[src/rtl/alu_pkg.sv]
// Shared opcode, condition-code, flag-index and FSM-state definitions for the
// execute-stage sequencer and anything else that decodes ALU instructions.
package alu_pkg;

    localparam logic [3:0] OP_ADD    = 4'd0;
    localparam logic [3:0] OP_SUB    = 4'd1;
    localparam logic [3:0] OP_MUL    = 4'd2;
    localparam logic [3:0] OP_AND    = 4'd3;
    localparam logic [3:0] OP_ORR    = 4'd4;
    localparam logic [3:0] OP_EOR    = 4'd5;
    localparam logic [3:0] OP_MOV    = 4'd6;
    localparam logic [3:0] OP_MVN    = 4'd7;
    localparam logic [3:0] OP_LSL    = 4'd8;
    localparam logic [3:0] OP_LSR    = 4'd9;
    localparam logic [3:0] OP_ADDI   = 4'd10;
    localparam logic [3:0] OP_SETF   = 4'd11;
    localparam logic [3:0] OP_RSV_LO = 4'd12;
    localparam logic [3:0] OP_RSV_HI = 4'd15;

    localparam logic [3:0] COND_EQ = 4'h0;
    localparam logic [3:0] COND_NE = 4'h1;
    localparam logic [3:0] COND_CS = 4'h2;
    localparam logic [3:0] COND_CC = 4'h3;
    localparam logic [3:0] COND_MI = 4'h4;
    localparam logic [3:0] COND_PL = 4'h5;
    localparam logic [3:0] COND_VS = 4'h6;
    localparam logic [3:0] COND_VC = 4'h7;
    localparam logic [3:0] COND_HI = 4'h8;
    localparam logic [3:0] COND_LS = 4'h9;
    localparam logic [3:0] COND_GE = 4'hA;
    localparam logic [3:0] COND_LT = 4'hB;
    localparam logic [3:0] COND_GT = 4'hC;
    localparam logic [3:0] COND_LE = 4'hD;
    localparam logic [3:0] COND_AL = 4'hE;
    localparam logic [3:0] COND_NV = 4'hF;

    localparam int FLAG_N = 3;
    localparam int FLAG_Z = 2;
    localparam int FLAG_C = 1;
    localparam int FLAG_V = 0;

    typedef enum logic [1:0] {
        ST_IDLE = 2'd0,
        ST_EXEC = 2'd1,
        ST_WAIT = 2'd2,
        ST_WB   = 2'd3
    } state_t;

    function automatic logic is_reserved(input logic [3:0] op);
        return (op >= OP_RSV_LO) && (op <= OP_RSV_HI);
    endfunction

endpackage

[src/rtl/alu_exec_ctrl_if.sv]
// Issue, ALU and writeback signal bundle around the execute sequencer.
// slave = sequencer side, master = decode/ALU/register-file side.
interface alu_exec_ctrl_if #(
    parameter int DATA_W = 32
);
    logic              issue_valid;
    logic              issue_ready;
    logic [3:0]        issue_opcode;
    logic [3:0]        issue_cond;
    logic              issue_s;
    logic [3:0]        issue_rd;
    logic [DATA_W-1:0] issue_rn;
    logic [DATA_W-1:0] issue_rm;
    logic [15:0]       issue_iv;

    logic [3:0]        alu_opcode;
    logic [DATA_W-1:0] alu_a;
    logic [DATA_W-1:0] alu_b;
    logic [15:0]       alu_iv;
    logic              alu_s;
    logic [3:0]        alu_flag;
    logic [DATA_W-1:0] alu_result;
    logic [3:0]        alu_new_flag;

    logic              wb_valid;
    logic              wb_ready;
    logic              wb_we;
    logic [3:0]        wb_rd;
    logic [DATA_W-1:0] wb_data;

    logic [3:0]        flags;
    logic              illegal;

    modport slave (
        input  issue_valid, issue_opcode, issue_cond, issue_s, issue_rd,
               issue_rn, issue_rm, issue_iv, alu_result, alu_new_flag, wb_ready,
        output issue_ready, alu_opcode, alu_a, alu_b, alu_iv, alu_s, alu_flag,
               wb_valid, wb_we, wb_rd, wb_data, flags, illegal
    );

    modport master (
        output issue_valid, issue_opcode, issue_cond, issue_s, issue_rd,
               issue_rn, issue_rm, issue_iv, alu_result, alu_new_flag, wb_ready,
        input  issue_ready, alu_opcode, alu_a, alu_b, alu_iv, alu_s, alu_flag,
               wb_valid, wb_we, wb_rd, wb_data, flags, illegal
    );
endinterface

[src/rtl/alu_exec_ctrl_cond_eval.sv]
// Combinational ARM-style condition evaluation against NZCV flags.
// Kept standalone so the branch unit can share it.
module cond_eval
    import alu_pkg::*;
(
    input  logic [3:0] cond,
    input  logic [3:0] flags,
    output logic       pass
);
    logic n, z, c, v;

    always_comb begin
        n = flags[FLAG_N];
        z = flags[FLAG_Z];
        c = flags[FLAG_C];
        v = flags[FLAG_V];
        pass = 1'b0;
        case (cond)
            COND_EQ: pass = z;
            COND_NE: pass = !z;
            COND_CS: pass = c;
            COND_CC: pass = !c;
            COND_MI: pass = n;
            COND_PL: pass = !n;
            COND_VS: pass = v;
            COND_VC: pass = !v;
            COND_HI: pass = c && !z;
            COND_LS: pass = !c || z;
            COND_GE: pass = (n == v);
            COND_LT: pass = (n != v);
            COND_GT: pass = !z && (n == v);
            COND_LE: pass = z || (n != v);
            COND_AL: pass = 1'b1;
            default: pass = 1'b0;
        endcase
    end
endmodule

[src/rtl/alu_exec_ctrl.sv]
// Execute-stage sequencer: accepts one instruction, drives the external ALU,
// waits out MUL, then offers the result to writeback and commits NZCV on handshake.
module alu_exec_ctrl
    import alu_pkg::*;
#(
    parameter int MUL_CYCLES = 3,
    parameter int DATA_W     = 32
) (
    input  logic            clk,
    input  logic            rst_n,
    alu_exec_ctrl_if.slave  bus
);
    localparam logic [3:0] MUL_LAST = 4'(MUL_CYCLES - 1);

    state_t            state_reg;
    logic [3:0]        cnt_reg;
    logic              cond_pass_reg;
    logic [3:0]        rd_reg;
    logic [3:0]        opcode_reg;
    logic [DATA_W-1:0] a_reg;
    logic [DATA_W-1:0] b_reg;
    logic [15:0]       iv_reg;
    logic              s_reg;
    logic [3:0]        flags_reg;
    logic [3:0]        flag_cap_reg;
    logic              commit_reg;
    logic              wb_valid_reg;
    logic              wb_we_reg;
    logic [3:0]        wb_rd_reg;
    logic [DATA_W-1:0] wb_data_reg;
    logic              illegal_reg;

    logic issue_pass;
    logic op_reserved;
    logic do_capture;
    logic do_skip;

    cond_eval u_cond_eval (
        .cond  (bus.issue_cond),
        .flags (flags_reg),
        .pass  (issue_pass)
    );

    // A failed condition wins over a reserved opcode: nothing executes, no illegal pulse.
    always_comb begin
        op_reserved = is_reserved(opcode_reg);
        do_skip     = (state_reg == ST_EXEC) && (!cond_pass_reg || op_reserved);
        do_capture  = 1'b0;
        if (state_reg == ST_EXEC && cond_pass_reg && !op_reserved)
            do_capture = (opcode_reg != OP_MUL) || (MUL_LAST == 4'd0);
        else if (state_reg == ST_WAIT)
            do_capture = (cnt_reg == 4'd1);
    end

    always_ff @(posedge clk) begin
        if (!rst_n) begin
            state_reg     <= ST_IDLE;
            cnt_reg       <= '0;
            cond_pass_reg <= 1'b0;
            rd_reg        <= '0;
            opcode_reg    <= '0;
            a_reg         <= '0;
            b_reg         <= '0;
            iv_reg        <= '0;
            s_reg         <= 1'b0;
            flags_reg     <= '0;
            flag_cap_reg  <= '0;
            commit_reg    <= 1'b0;
            wb_valid_reg  <= 1'b0;
            wb_we_reg     <= 1'b0;
            wb_rd_reg     <= '0;
            wb_data_reg   <= '0;
            illegal_reg   <= 1'b0;
        end else begin
            illegal_reg <= (state_reg == ST_EXEC) && cond_pass_reg && op_reserved;

            if (do_capture || do_skip) begin
                wb_valid_reg <= 1'b1;
                wb_rd_reg    <= rd_reg;
                wb_we_reg    <= do_capture && (opcode_reg != OP_SETF);
                commit_reg   <= do_capture && (s_reg || opcode_reg == OP_SETF);
                flag_cap_reg <= bus.alu_new_flag;
                if (do_capture)
                    wb_data_reg <= bus.alu_result;
            end

            case (state_reg)
                ST_IDLE: begin
                    if (bus.issue_valid) begin
                        opcode_reg    <= bus.issue_opcode;
                        a_reg         <= bus.issue_rn;
                        b_reg         <= bus.issue_rm;
                        iv_reg        <= bus.issue_iv;
                        s_reg         <= bus.issue_s;
                        rd_reg        <= bus.issue_rd;
                        cond_pass_reg <= issue_pass;
                        state_reg     <= ST_EXEC;
                    end
                end
                ST_EXEC: begin
                    if (do_capture || do_skip) begin
                        state_reg <= ST_WB;
                    end else begin
                        cnt_reg   <= MUL_LAST;
                        state_reg <= ST_WAIT;
                    end
                end
                ST_WAIT: begin
                    cnt_reg <= cnt_reg - 4'd1;
                    if (do_capture)
                        state_reg <= ST_WB;
                end
                ST_WB: begin
                    if (bus.wb_ready) begin
                        wb_valid_reg <= 1'b0;
                        if (commit_reg)
                            flags_reg <= flag_cap_reg;
                        state_reg <= ST_IDLE;
                    end
                end
                default: state_reg <= ST_IDLE;
            endcase
        end
    end

    assign bus.issue_ready = (state_reg == ST_IDLE);
    assign bus.alu_opcode  = opcode_reg;
    assign bus.alu_a       = a_reg;
    assign bus.alu_b       = b_reg;
    assign bus.alu_iv      = iv_reg;
    assign bus.alu_s       = s_reg;
    assign bus.alu_flag    = flags_reg;
    assign bus.wb_valid    = wb_valid_reg;
    assign bus.wb_we       = wb_we_reg;
    assign bus.wb_rd       = wb_rd_reg;
    assign bus.wb_data     = wb_data_reg;
    assign bus.flags       = flags_reg;
    assign bus.illegal     = illegal_reg;

endmodule

[src/flat_wrapper.sv]
// flat-port wrapper written by rule: the top's interface ports become plain ports
module alu_exec_ctrl_flat import alu_pkg::*;
#(
    parameter int MUL_CYCLES = 3,
    parameter int DATA_W     = 32
)
  (clk, rst_n, bus_issue_valid, bus_issue_opcode, bus_issue_cond, bus_issue_s, bus_issue_rd, bus_issue_rn, bus_issue_rm, bus_issue_iv, bus_alu_result, bus_alu_new_flag, bus_wb_ready, bus_issue_ready, bus_alu_opcode, bus_alu_a, bus_alu_b, bus_alu_iv, bus_alu_s, bus_alu_flag, bus_wb_valid, bus_wb_we, bus_wb_rd, bus_wb_data, bus_flags, bus_illegal);
  alu_exec_ctrl_if #(.DATA_W(DATA_W)) bus_i ();
  input  logic clk;
  input  logic rst_n;
  input wire logic [$bits(bus_i.issue_valid)-1:0] bus_issue_valid;
  input wire logic [$bits(bus_i.issue_opcode)-1:0] bus_issue_opcode;
  input wire logic [$bits(bus_i.issue_cond)-1:0] bus_issue_cond;
  input wire logic [$bits(bus_i.issue_s)-1:0] bus_issue_s;
  input wire logic [$bits(bus_i.issue_rd)-1:0] bus_issue_rd;
  input wire logic [$bits(bus_i.issue_rn)-1:0] bus_issue_rn;
  input wire logic [$bits(bus_i.issue_rm)-1:0] bus_issue_rm;
  input wire logic [$bits(bus_i.issue_iv)-1:0] bus_issue_iv;
  input wire logic [$bits(bus_i.alu_result)-1:0] bus_alu_result;
  input wire logic [$bits(bus_i.alu_new_flag)-1:0] bus_alu_new_flag;
  input wire logic [$bits(bus_i.wb_ready)-1:0] bus_wb_ready;
  output wire logic [$bits(bus_i.issue_ready)-1:0] bus_issue_ready;
  output wire logic [$bits(bus_i.alu_opcode)-1:0] bus_alu_opcode;
  output wire logic [$bits(bus_i.alu_a)-1:0] bus_alu_a;
  output wire logic [$bits(bus_i.alu_b)-1:0] bus_alu_b;
  output wire logic [$bits(bus_i.alu_iv)-1:0] bus_alu_iv;
  output wire logic [$bits(bus_i.alu_s)-1:0] bus_alu_s;
  output wire logic [$bits(bus_i.alu_flag)-1:0] bus_alu_flag;
  output wire logic [$bits(bus_i.wb_valid)-1:0] bus_wb_valid;
  output wire logic [$bits(bus_i.wb_we)-1:0] bus_wb_we;
  output wire logic [$bits(bus_i.wb_rd)-1:0] bus_wb_rd;
  output wire logic [$bits(bus_i.wb_data)-1:0] bus_wb_data;
  output wire logic [$bits(bus_i.flags)-1:0] bus_flags;
  output wire logic [$bits(bus_i.illegal)-1:0] bus_illegal;
  assign bus_i.issue_valid = bus_issue_valid;
  assign bus_i.issue_opcode = bus_issue_opcode;
  assign bus_i.issue_cond = bus_issue_cond;
  assign bus_i.issue_s = bus_issue_s;
  assign bus_i.issue_rd = bus_issue_rd;
  assign bus_i.issue_rn = bus_issue_rn;
  assign bus_i.issue_rm = bus_issue_rm;
  assign bus_i.issue_iv = bus_issue_iv;
  assign bus_i.alu_result = bus_alu_result;
  assign bus_i.alu_new_flag = bus_alu_new_flag;
  assign bus_i.wb_ready = bus_wb_ready;
  assign bus_issue_ready = bus_i.issue_ready;
  assign bus_alu_opcode = bus_i.alu_opcode;
  assign bus_alu_a = bus_i.alu_a;
  assign bus_alu_b = bus_i.alu_b;
  assign bus_alu_iv = bus_i.alu_iv;
  assign bus_alu_s = bus_i.alu_s;
  assign bus_alu_flag = bus_i.alu_flag;
  assign bus_wb_valid = bus_i.wb_valid;
  assign bus_wb_we = bus_i.wb_we;
  assign bus_wb_rd = bus_i.wb_rd;
  assign bus_wb_data = bus_i.wb_data;
  assign bus_flags = bus_i.flags;
  assign bus_illegal = bus_i.illegal;
  alu_exec_ctrl #(.MUL_CYCLES(MUL_CYCLES), .DATA_W(DATA_W)) u_core (.clk(clk), .rst_n(rst_n), .bus(bus_i));
endmodule
[config.mk]
export PLATFORM = sky130hd
export DESIGN_NAME = alu_exec_ctrl_flat
export DESIGN_NICKNAME = d
export VERILOG_FILES = /design/src/rtl/alu_pkg.sv /design/src/rtl/alu_exec_ctrl_if.sv /design/src/rtl/alu_exec_ctrl_cond_eval.sv /design/src/rtl/alu_exec_ctrl.sv /design/src/flat_wrapper.sv
export SDC_FILE = /design/constraint.sdc
export NUM_CORES = 1
export LEC_CHECK = 0
export BUFFER_PORTS_ARGS = -buffer_cell sky130_fd_sc_hd__buf_4
export CAP_MARGIN = 20
export CORE_MARGIN = 4
export CORE_UTILIZATION = 41
export CTS_CLUSTER_DIAMETER = 50
export CTS_CLUSTER_SIZE = 16
export DETAILED_ROUTE_END_ITERATION = 12
export PLACE_DENSITY = 0.76
export SLEW_MARGIN = 10
export SYNTH_ARGS = -nofsm -noshare
export SYNTH_HDL_FRONTEND = slang
export SYNTH_SLANG_ARGS = --single-unit
[constraint.sdc]
create_clock -name clk -period 1.6 [get_ports clk]
set_input_delay 0.08 -clock clk [delete_from_list [all_inputs] [get_ports clk]]
set_output_delay 0.08 -clock clk [all_outputs]
set_load 0.02 [all_outputs]
== After elaboration in Yosys (flattened, before gate mapping) ==
Index checks and enable logic that the tools add are counted.

* $add $sub $neg: 1
* Order comparisons: 2
* Eq/ne operators: 27
* Muxes and demuxes: 13
* Reductions and logical operators: 28

{| class="wikitable"
|+ Operators with widths
! operator !! count
|-
| equality test 4 bit (second input constant) || 8
|-
| equality test 4 x 3 -> 1 bit (second input constant) || 4
|-
| one-hot mux 1 bit (15 select lines) || 1
|-
| logical AND 1 bit || 9
|-
| equality test 4 x 1 -> 1 bit (second input constant) || 2
|-
| equality test 4 x 2 -> 1 bit (second input constant) || 2
|-
| one-hot mux 2 bit (4 select lines) || 1
|-
| one-hot mux 4 bit (2 select lines) || 1
|-
| zero test 1 bit || 6
|-
| two-way mux 1 bit || 6
|-
| two-way mux 2 bit || 3
|-
| inequality test 2 bit (second input constant) || 3
|-
| AND reduction 2 bit || 3
|-
| AND reduction 3 bit || 2
|-
| logical OR 1 bit || 5
|-
| equality test 2 bit (second input constant) || 2
|-
| greater-or-equal comparator 4 bit (second input constant) || 1
|-
| <= comparator 4 bit (second input constant) || 1
|-
| zero test 4 bit || 1
|-
| two-way mux 4 bit || 1
|-
| inequality test 4 x 2 -> 1 bit (second input constant) || 1
|-
| inequality test 4 bit (second input constant) || 1
|-
| subtractor 4 x 1 -> 4 bit (second input constant) || 1
|-
| equality test 2 x 1 -> 1 bit (second input constant) || 1
|-
| other kinds (5) || 5
|}

* Register bits after elaboration: 144
* Output and inout port bits: 133

== Depth between registers and ports, before layout ==
Gate-level depths: netlist (run 1).

* Depth in word-level cells: 9
* Mapped depth: 8
* Mapped depth without buffers: 7

== Hierarchy ==
A second synthesis (run 1) with hierarchy kept.

* Cells, all modules: 694
* Area total of the unflattened synthesis: 5,929.4 µm²

{| class="wikitable"
|+ By module, submodules not included
! module !! times used !! cells each !! area each (µm²) !! seq. area each (µm²)
|-
| alu_exec_ctrl || 1 || 666 || 5,735.5 || 2,882.8
|-
| cond_eval || 1 || 28 || 193.9 || 0.0
|}

== Worst setup path before layout (run 1) ==
OpenSTA, ideal clock, no wires.

* Path type: reg2reg
* From: register u_core.opcode_reg[1], in the netlist u_core.bus.alu_opcode[1]
* To: register u_core.wb_rd_reg[0], in the netlist u_core.bus.wb_rd[0]
* Data arrival time: 1.649 ns
* Data required time: 1.472 ns
* Path slack: -0.177 ns
* Stages on the path, launching flop included: 7
* Path buffers: 1
* Clock period less this slack: 1.777 ns
* Cells stage by stage: dfxtp_1 or4b_4 o21ai_4 o21a_4 buf_12 mux2i_1 nor2_1

* Word-level cells in the longest chain between the ends: 6

{| class="wikitable"
|+ RTL lines
! item !! line !! source
|-
| start: declaration || alu_exec_ctrl.sv:19 || <nowiki>logic [3:0] opcode_reg;</nowiki>
|-
| start signal: assignment || alu_exec_ctrl.sv:90 || <nowiki>opcode_reg <= bus.issue_opcode;</nowiki>
|-
| greater-or-equal comparator 4 bit or <= comparator 4 bit (tied branches) || alu_pkg.sv:50 || <nowiki>return (op >= OP_RSV_LO) && (op <= OP_RSV_HI);</nowiki>
|-
| logical AND 1 bit || alu_pkg.sv:50 ||
|-
| zero test 1 bit || alu_exec_ctrl.sv:49 || <nowiki>if (state_reg == ST_EXEC && cond_pass_reg && !op_reserved)</nowiki>
|-
| logical AND 1 bit || alu_exec_ctrl.sv:49 ||
|-
| two-way mux 1 bit || alu_exec_ctrl.sv:49 ||
|-
| logical OR 1 bit (*) || alu_exec_ctrl.sv:77 || <nowiki>if (do_capture || do_skip) begin</nowiki>
|-
| end signal: assignment || alu_exec_ctrl.sv:79 || <nowiki>wb_rd_reg <= rd_reg;</nowiki>
|-
| end: declaration || alu_exec_ctrl.sv:29 || <nowiki>logic [3:0] wb_rd_reg;</nowiki>
|}

Mark *: on every way between the ends. The rest lies on a longest branch, timed or not.
A chain may end at the register's enable or synchronous reset.

== Final worst setup path (run 1) ==
* From: register u_core.opcode_reg[0], in the netlist u_core.bus.alu_opcode[0]
* To: register u_core.wb_data_reg[19], in the netlist u_core.bus.wb_data[19]

* Word-level cells in the longest chain between the ends: 7

{| class="wikitable"
|+ RTL lines
! item !! line !! source
|-
| greater-or-equal comparator 4 bit or <= comparator 4 bit (tied branches) || alu_pkg.sv:50 ||
|-
| logical AND 1 bit || alu_pkg.sv:50 ||
|-
| zero test 1 bit || alu_exec_ctrl.sv:49 ||
|-
| logical AND 1 bit || alu_exec_ctrl.sv:49 ||
|-
| two-way mux 1 bit || alu_exec_ctrl.sv:49 ||
|-
| logical OR 1 bit || alu_exec_ctrl.sv:77 ||
|-
| AND reduction 2 bit (no line) (*) || - ||
|-
| end signal: assignment || alu_exec_ctrl.sv:84 || <nowiki>wb_data_reg <= bus.alu_result;</nowiki>
|-
| end: declaration || alu_exec_ctrl.sv:30 || <nowiki>logic [DATA_W-1:0] wb_data_reg;</nowiki>
|}

Marked as above.

==> results.py, run 1 <==
metrics = {
    "die": {
        "start_util": 0.4242,
        "fp.dieArea_sq_um": 15120,
        "fp.dieW_um": 123.0,
        "ioPinCount": 266,
        "rows": 41,
        "die-height_um": 123.0,
        "core_area_sq_um": 12770,
    },
    "yosys": {
        "syn_nets": 773,
        "yosys.cell_types.count": 41,
        "syn_inst": 634,
        "syn_area_per_cell_sq_um": 8.547,
        "yosysWarnings": 0,
        "synth_seq_cells": 144,
        "ys_seq_area_frac": 0.5320,
        "syn-cell-area_sq_um": 5419,
    },
    "global_routing": {
        "grt_max_degree": 47,
        "grt_pass1_wl_um": 31620,
        "grt_util_all_layers": 0.2687,
        "antenna_found_initial": 0,
        "gr-total-overflow": 0,
        "first_global_vias": 6353,
    },
    "sta": {
        "finalCritPeriodShare": 1.151,
        "setup_viol": 48,
        "grt_setup_unrepaired": "yes",
        "worst_slack_ps": -241.5,
        "slew_viol_final": 0,
        "report.final.hold_viol_count": 0,
        "final.min_clock_period_ps": 1842,
        "skew_ps": 8.522,
        "hold_ws_ps": 34.60,
        "maxSlewHeadroom": 0.7651,
        "finalSetupTns_ps": -7971,
        "tightest_slew_ps": 352.3,
        "max_freq_mhz": 543.0,
    },
    "cts": {
        "clk_pin_slew_ps": 60,
        "cts_tree": "yes",
        "clk-insertion-delay-late_ps": 410,
        "cts-root-buf": "clkbuf_16",
        "cts_made_buffers": 17,
        "cts.sinks": 144,
        "clk_path_buf_depth": 2,
        "htreeDepth": 4,
    },
    "run_status": {
        "outcome": "complete, but fails checks",
        "failed_checks": "setup timing",
    },
    "setup_path": {
        "path_class": "flip-flop to flip-flop",
        "worstRegToRegCells": 7,
        "reg2reg_setup_slack_ps": -240,
        "startpoint_type": "flip-flop",
        "cp.arrival_ps": 2130,
        "r2r-start": "u_core.bus.alu_opcode[0]$_SDFFE_PN0P_",
        "cp-end-kind": "flip-flop",
        "cp_max_fo": 8,
        "cp.required_ps": 1890,
        "r2r_end": "u_core.bus.wb_data[19]$_SDFFE_PN0P_",
    },
    "routing": {
        "dr.pass1.iters": 7,
        "vias_per_cell": 5.018,
        "wl_per_cell_um": 17.42,
        "routed_wl_um": 21500,
        "drtIter0Drc": 361,
        "drtAntennaViolNets": 0,
        "vias": 6192,
        "drcViolationCount": 0,
    },
    "worst_hold_path": {
        "min_from": "bus_issue_cond[3]",
        "hold_path_depth": 3,
        "min_to": "u_core.cond_pass_reg$_SDFFE_PN0P_",
        "hold_path.class": "primary input to flip-flop",
    },
    "finish": {
        "layout_commonest_cell": "buf_4",
        "finalNonFillerCells": 1234,
        "final_cell_mix": "289 x buf_4, 190 x nand2_1, 139 x dfxtp_1",
        "nFillCells": 746,
        "area_growth_pct": 85.25,
        "drive_gt1_frac": 0.3538,
        "layout.nets": 1189,
    },
    "power_and_ir_drop": {
        "power_mw": 14.00,
        "power.density_nw_per_um2": 1395,
        "p_leak_nw": 4.453,
        "ir_drop_v": 0.001040,
    },
    "placed_design": {
        "place_congestion": 0.7963,
        "io_buffers": 265,
        "dp_cells": 1059,
        "pre_cts_ws_ps": -168.2,
        "dp.final_hpwl_um": 11560,
    },
    "run": {
        "cap_violations": 0,
    },
}
==> worst max path at each step <==
stage          cells after the start                                   from                                  end  slack [ps]
2_1_floorplan                      6  u_core.bus.alu_opcode[0]$_SDFFE_PN0P_     u_core.bus.wb_rd[0]$_SDFFE_PN0N_        -150
3_3_place_gp                       5  u_core.bus.alu_opcode[0]$_SDFFE_PN0P_     u_core.bus.wb_rd[3]$_SDFFE_PN0N_        -120
3_5_place_dp                       8       u_core.state_reg[0]$_SDFFE_PN0P_   u_core.bus.wb_data[9]$_SDFFE_PN0P_        -170
4_1_cts                            5  u_core.bus.alu_opcode[0]$_SDFFE_PN0P_     u_core.bus.wb_rd[3]$_SDFFE_PN0N_        -160
5_1_grt                            7  u_core.bus.alu_opcode[0]$_SDFFE_PN0P_  u_core.bus.wb_data[20]$_SDFFE_PN0P_        -290
6_report                           7  u_core.bus.alu_opcode[0]$_SDFFE_PN0P_  u_core.bus.wb_data[19]$_SDFFE_PN0P_        -240
==> layer usage <==
| metal | track usage | share of wire | up-vias |
|---|---|---|---|
| met5 | 0 | 0 | - |
| met4 | 0.1239 | 0.034 | 0 |
| met3 | 0.09149 | 0.089 | 57 |
| met2 | 0.4745 | 0.51 | 305 |
| met1 | 0.2888 | 0.37 | 2911 |
| li1 | - | - | 2919 |
==> cells by family after synthesis <==
| family | synth area share |
|---|---|
| multiplexers | 0.08520 |
| AO/OA/AOI/OAI | 0.1258 |
| buffers and inverters | 0.04941 |
| XOR/XNOR | 0.004850 |
| AND/OR/NAND/NOR | 0.1889 |
| flip-flops | 0.5320 |
| adder cells (fa/ha/maj) | 0.01385 |
==> power by group <==
| part | switching (mW) | internal (mW) |
|---|---|---|
| Sequential | 0.352 | 4.17 |
| Clock | 1.47 | 2.43 |
| Combinational | 2.94 | 2.64 |
| Total | 4.76 | 9.24 |
==> critical path: stages, from the launching register on <==
cell     delay, ps
dfxtp_2        310
or4b_4         570
nand4_1        160
buf_4          160
nand2_8        110
buf_12         170
mux2i_1        170
nor2_1          70
==> cell usage after synthesis (all sizes together) <==
cell type	instances	area share
o41a	1	0.0021
nor2	49	0.034
and4b	1	0.0018
mux2i	45	0.083
and2	2	0.0023
o221ai	1	0.0016
o21ai	6	0.0076
inv	12	0.0083
a211oi	2	0.0028
nand2	192	0.13
xor2	1	0.0016
nand3	5	0.0046
nor3b	2	0.0028
a221oi	2	0.0032
or3	1	0.0012
a21oi	96	0.089
o31ai	1	0.0014
ha	6	0.014
a31o	1	0.0016
a311oi	2	0.0032
or4b	1	0.0025
nand4bb	1	0.0021
clkbuf	36	0.025
buf	8	0.015
o22ai	3	0.0035
a311o	1	0.0018
clkinv	1	0.00069
o21a	2	0.0042
mux2	1	0.0021
dfxtp	144	0.53
nor2b	1	0.0012
xnor2	2	0.0032
nor3	1	0.00092
nand4	1	0.0012
o32a	1	0.0018
a31oi	2	0.0023
==> cell type report <==
class | count | area [sq um] | area share
antenna | 2 | 5.005 | 0.0004986
clock buffer | 23 | 488.0 | 0.04861
sequential | 144 | 2889 | 0.2878
inverter | 13 | 51.30 | 0.005110
multi-input combinational | 434 | 2441 | 0.2432
timing repair buffer | 440 | 3866 | 0.3851
tap | 172 | 215.2 | 0.02144
clock inverter | 6 | 82.58 | 0.008226
==> metrics by stage <==
step / util / area (sq um)
3_3_place_gp: 0.6095 / 7785
2_1_floorplan: - / 5466
4_1_cts: 0.7703 / 9839
3_5_place_dp: 0.6095 / 7785
5_1_grt: 0.7855 / 10030
6_report: 0.7859 / 10040
==> repair_timing <==
item | in CTS | in global routing
endpoints found under the setup margin | 111 | 131
pin swaps | 13 | 8
endpoints found under the hold margin | 131 | 0
buffers inserted | 7 | 6
gates resized for setup | 21 | 20
gates cloned | 4 | 2
hold buffers | 127 | 0
(Power assumes the default switching activity.)
==> inputs of run 2 (changes only) <==
==> constraint.sdc (replaced) <==
create_clock -name clk -period 1.6 [get_ports clk]
set_input_delay 0.24 -clock clk [delete_from_list [all_inputs] [get_ports clk]]
set_output_delay 0.24 -clock clk [all_outputs]
set_load 0.02 [all_outputs]
==> run 2 against run 1 <==
Net effect: the run still ends with setup timing left; sequential cell count unchanged; wire length down 20%; clock-buffer cell count down 1; cell count down 11%; largest cell class is now flip-flops and latches; first-iteration DRC count up 27%; clock skew down 2.7 ps; critical endpoint is now u_core.state_reg[0]$_SDFFE_PN0P_; critical path depth down 1; sequential power about the same; hold slack better by 16 ps.
==> results.py, run 2 (synthesis gave the netlist of run 1 again) <==
metrics = {
    "run_status": {
        "outcome": "complete, but fails checks",
        "failed_checks": "setup timing",
    },
    "sta": {
        "maxSlewHeadroom": 0.7945,
        "finalSetupTns_ps": -7931,
        "hold_ws_ps": 50.87,
        "finalCritPeriodShare": 1.139,
        "final.min_clock_period_ps": 1822,
        "grt_setup_unrepaired": "yes",
        "max_freq_mhz": 548.8,
        "report.final.hold_viol_count": 0,
        "tightest_slew_ps": 308.3,
        "setup_viol": 49,
        "worst_slack_ps": -222.1,
        "slew_viol_final": 0,
        "skew_ps": 5.812,
    },
    "finish": {
        "area_growth_pct": 60.52,
        "antennaDiodeCount": 0,
        "drive_gt1_frac": 0.3978,
        "final_cell_mix": "286 x buf_4, 189 x nand2_1, 139 x dfxtp_1",
        "layout.nets": 1056,
        "layout_commonest_cell": "buf_4",
        "nFillCells": 1014,
    },
    "power_and_ir_drop": {
        "power.density_nw_per_um2": 1578,
        "ir_drop_v": 0.0008984,
        "power_mw": 13.72,
        "p_leak_nw": 3.905,
    },
    "setup_path": {
        "path_class": "flip-flop to flip-flop",
        "cp_max_fo": 4,
        "cp-end-kind": "flip-flop",
        "crit_start": "u_core.bus.alu_opcode[0]$_SDFFE_PN0P_",
        "cp.required_ps": 1880,
        "r2r-start": "u_core.bus.alu_opcode[0]$_SDFFE_PN0P_",
        "startpoint_type": "flip-flop",
        "cp.arrival_ps": 2110,
    },
    "routing": {
        "drcViolationCount": 0,
        "dr.pass1.iters": 7,
        "drtIter0Drc": 458,
        "vias": 5421,
        "routed_wl_um": 17300,
        "wl_per_cell_um": 15.70,
        "drtAntennaViolNets": 0,
        "vias_per_cell": 4.919,
    },
    "die": {
        "die-height_um": 123.0,
        "fp.dieArea_sq_um": 15120,
        "ioPinCount": 266,
        "core_area_sq_um": 12770,
        "start_util": 0.4242,
        "fp.dieW_um": 123.0,
        "rows": 41,
    },
    "placed_design": {
        "io_buffers": 265,
        "place_congestion": 0.8040,
        "dp.final_hpwl_um": 11450,
    },
    "cts": {
        "cts.sinks": 144,
        "clk_pin_slew_ps": 60,
        "cts_tree": "yes",
        "clk-insertion-delay-late_ps": 420,
        "clk_path_buf_depth": 2,
        "htreeDepth": 4,
        "postCtsHoldBufs": 0,
        "cts_made_buffers": 17,
        "cts-root-buf": "clkbuf_16",
    },
    "global_routing": {
        "met2_usage": 0.3621,
        "first_global_vias": 5145,
        "grt_util_all_layers": 0.2174,
        "gr-total-overflow": 0,
        "grt_max_degree": 68,
        "met1_usage": 0.2460,
        "grt.busiest_layer": "met2",
        "grt_pass1_wl_um": 25670,
        "grt.met3_usage": 0.09378,
        "antenna_found_initial": 0,
    },
    "run": {
        "cap_violations": 0,
    },
    "worst_hold_path": {
        "hold_path.class": "primary input to flip-flop",
        "min_from": "bus_alu_new_flag[0]",
    },
}
## run 2: layout make-up
type,count,area [sq um],area share
multi-input combinational,434,2427,0.2791
inverter,13,56.30,0.006473
timing repair buffer,307,2497,0.2871
sequential,144,2894,0.3327
clock inverter,10,133.9,0.01539
clock buffer,22,474.2,0.05452
tap,172,215.2,0.02474
## run 2: through the flow
| stage | setup WS, ps | util | std cells | area [sq um] |
|---|---|---|---|---|
| after global placement | -116.8 | 0.6083 | 1057 | 7770 |
| final | -222.1 | 0.6810 | 1102 | 8698 |
| after CTS | -181.3 | 0.6695 | 1094 | 8552 |
| after floorplan | -152.6 | - | 634 | 5466 |
| after detailed placement | -170.8 | 0.6083 | 1057 | 7770 |
| after global routing | -261.1 | 0.6810 | 1102 | 8698 |
## run 2: final timing paths
check | cells past startpoint | to | slack [ps]
min | 3 | u_core.flag_cap_reg[0]$_SDFFE_PN0N_ | 50
min reg2reg | 2 | u_core.bus.alu_iv[4]$_SDFFE_PN0P_ | 450
max | 6 | u_core.state_reg[0]$_SDFFE_PN0P_ | -220
max reg2reg | 6 | u_core.state_reg[0]$_SDFFE_PN0P_ | -220
## run 2: critical path, cell delays in order, from the launching register on
cell and delay [ps]:
dfxtp_2 320, or4b_4 560, nand4_1 260, buf_4 200, a31oi_4 110, a21oi_1 170
a311oi_1 70
## run 2: repair_timing
| item | CTS | global route |
|---|---|---|
| gates resized for setup | 26 | 16 |
| endpoints found under the setup margin | 97 | 121 |
| setup buffers | 4 | 6 |
| cloned | 2 | 2 |
| pin swaps | 7 | 6 |
## run 2: power by group
| part | total, mW | leakage, nW | internal (mW) | switching, mW |
|---|---|---|---|---|
| Clock | 4.07 | 0.296 | 2.57 | 1.50 |
| Sequential | 4.53 | 1.18 | 4.18 | 0.350 |
| Combinational | 5.12 | 2.43 | 2.40 | 2.72 |
| Total | 13.7 | 3.90 | 9.15 | 4.58 |
## run 2: per-layer routing
metal | vias to the layer above | routed length (um)
li1 | 2651 | -
met3 | 29 | 1853
met4 | 0 | 387
met5 | - | 0
met2 | 210 | 8631
met1 | 2531 | 6430
==> inputs of run 3 (changes only) <==
--- a/config.mk
+++ b/config.mk
@@ -8,11 +8,11 @@
 export BUFFER_PORTS_ARGS = -buffer_cell sky130_fd_sc_hd__buf_4
 export CAP_MARGIN = 20
 export CORE_MARGIN = 4
-export CORE_UTILIZATION = 41
+export CORE_UTILIZATION = 30
 export CTS_CLUSTER_DIAMETER = 50
 export CTS_CLUSTER_SIZE = 16
 export DETAILED_ROUTE_END_ITERATION = 12
-export PLACE_DENSITY = 0.76
+export PLACE_DENSITY_LB_ADDON = 0.3
 export SLEW_MARGIN = 10
 export SYNTH_ARGS = -nofsm -noshare
 export SYNTH_HDL_FRONTEND = slang
==> run 3 against run 2 <==
Net effect: the flow still finishes with violations (setup timing); core utilization down 19 points; register-to-register slack improved by 90 ps; combinational power decreased by 6.4%; hold slack lost 5.3 ps; global-route usage is 5.4 points lower; via count is 3.2% lower; sequential cell count unchanged; critical endpoint is now u_core.bus.wb_data[7]$_SDFFE_PN0P_; largest cell class unchanged; largest power group unchanged.
==> results.py, run 3 (synthesis gave the netlist of run 1 again) <==
metrics = {
    "sta": {
        "skew_ps": 9.721,
        "finalSetupTns_ps": -4685,
        "max_freq_mhz": 577.9,
        "slew_viol_final": 0,
        "final.min_clock_period_ps": 1730,
        "report.final.hold_viol_count": 0,
        "maxSlewHeadroom": 0.7668,
        "worst_slack_ps": -130.4,
        "hold_ws_ps": 45.56,
        "tightest_slew_ps": 349.8,
        "grt_setup_unrepaired": "yes",
        "setup_viol": 48,
        "finalCritPeriodShare": 1.082,
    },
    "finish": {
        "area_growth_pct": 59.78,
        "nFillCells": 1664,
        "drive_gt1_frac": 0.3901,
        "final_cell_mix": "287 x buf_4, 190 x nand2_1, 139 x dfxtp_1",
        "layout_commonest_cell": "buf_4",
        "postLayoutCellArea_sq_um": 8658,
        "layout.nets": 1054,
    },
    "setup_path": {
        "cpLargestDelayFamily": "simple AND/OR/NAND/NOR gates",
        "path_cells": "or4b_4 -> nand4_1 -> buf_4 -> nand2_8 -> buf_12 -> mux2i_1 -> nor2_1",
        "cp.arrival_ps": 2030,
        "critPathSlowestCell": "or4b_4",
        "path_class": "flip-flop to flip-flop",
        "cp.buffers_inverters": 2,
        "cp-end-kind": "flip-flop",
        "reg2reg_setup_slack_ps": -130,
        "cp_max_fo": 6,
        "cp.required_ps": 1900,
        "cpPeakStageDelay_ps": 550,
        "startpoint_type": "flip-flop",
    },
    "die": {
        "die-height_um": 142.4,
        "rows": 48,
        "fp.dieW_um": 142.4,
        "ioPinCount": 266,
        "fp.dieArea_sq_um": 20280,
        "core_area_sq_um": 17480,
        "start_util": 0.3101,
    },
    "routing": {
        "routed_wl_um": 17070,
        "drcViolationCount": 0,
        "drtIter0Drc": 179,
        "drtAntennaViolNets": 0,
        "wl_per_cell_um": 14.78,
        "vias_per_cell": 4.542,
        "dr.pass1.iters": 5,
        "vias": 5246,
    },
    "global_routing": {
        "grt_pass1_wl_um": 26230,
        "grt_max_degree": 48,
        "gr-total-overflow": 0,
        "grt_util_all_layers": 0.1634,
        "antenna_found_initial": 1,
        "first_global_vias": 5153,
    },
    "cts": {
        "cts.sinks": 144,
        "clk_pin_slew_ps": 60,
        "clk-insertion-delay-late_ps": 420,
        "cts_made_buffers": 17,
        "cts_tree": "yes",
        "htreeDepth": 4,
        "clk_path_buf_depth": 2,
        "postCtsHoldBufs": 0,
        "cts-root-buf": "clkbuf_16",
    },
    "power_and_ir_drop": {
        "p_leak_nw": 3.854,
        "power.density_nw_per_um2": 1527,
        "ir_drop_v": 0.001127,
    },
    "run_status": {
        "outcome": "complete, but fails checks",
        "failed_checks": "setup timing",
    },
    "placed_design": {
        "dp.final_hpwl_um": 12150,
        "io_buffers": 265,
        "place_area_sq_um": 7858,
        "place_congestion": 0.7769,
    },
    "worst_hold_path": {
        "hold_path.class": "primary input to flip-flop",
    },
    "run": {
        "cap_violations": 0,
    },
}
-- run 3: cell types whose count changed in the layout (fill, tap and decap cells not counted), sizes merged --
cell      before  now
clkinvlp       2    4
bufinv         3    2
clkbuf        24   18
clkinv         5    4
diode          0    2
inv           13   17
-- run 3: repair_timing --
item	in CTS	in global routing
gates resized for setup	21	7
setup buffers	3	3
pin swaps	7	7
gates cloned	3	0
setup endpoints to repair	57	50
-- run 3: metrics by stage --
stage                     total power, mW    util  setup WS (ps)  cells
after floorplan                     7.060       -         -152.6    634
after detailed placement            9.007  0.4496         -136.8   1112
after global placement              8.983  0.4496         -85.45   1112
final                               13.23  0.4954         -130.4   1155
after global routing                14.00  0.4953         -201.8   1154
after CTS                           13.27  0.4923         -140.7   1150
-- run 3: worst paths after layout --
path	depth (start not counted)	startpoint	to
worst min register to register	2	u_core.bus.alu_b[9]$_SDFFE_PN0P_	u_core.bus.alu_b[9]$_SDFFE_PN0P_
worst max-delay path	7	u_core.bus.alu_opcode[2]$_SDFFE_PN0P_	u_core.bus.wb_data[7]$_SDFFE_PN0P_
worst max register to register	7	u_core.bus.alu_opcode[2]$_SDFFE_PN0P_	u_core.bus.wb_data[7]$_SDFFE_PN0P_
worst min-delay path	2	bus_wb_ready	u_core.bus.wb_valid$_SDFF_PN0_
-- run 3: worst register-to-register path, stage by stage, from the launching register on --
cell	delay, ps
dfxtp_2	320
or4b_4	550
nand4_1	130
buf_4	150
nand2_8	90
buf_12	160
mux2i_1	170
nor2_1	50
-- run 3: power by group --
part / internal [mW] / switching [mW] / total, mW
sequential: 4.18 / 0.315 / 4.49
clock: 2.32 / 1.63 / 3.95
combinational: 2.22 / 2.57 / 4.79
-- run 3: layout make-up --
class                   count  area, sq um  share of cell area
flip-flops and latches    144         2892              0.3340
inverters                  13        53.80            0.006214
clock buffers              18        429.2             0.04957
well taps                 225        281.5             0.03251
repair buffers            305         2460              0.2841
diodes                      2        5.005           0.0005780
multi-input cells         434         2381              0.2750
clock inverters            14        156.4             0.01806
-- run 3: per-layer routing --
| metal | share of wire | wire, um | global-route usage |
|---|---|---|---|
| met3 | 0.11 | 1827 | 0.07796 |
| met5 | 0 | 0 | 0 |
| met2 | 0.48 | 8193 | 0.2708 |
| met1 | 0.40 | 6823 | 0.1856 |
| met4 | 0.013 | 230 | 0.05503 |
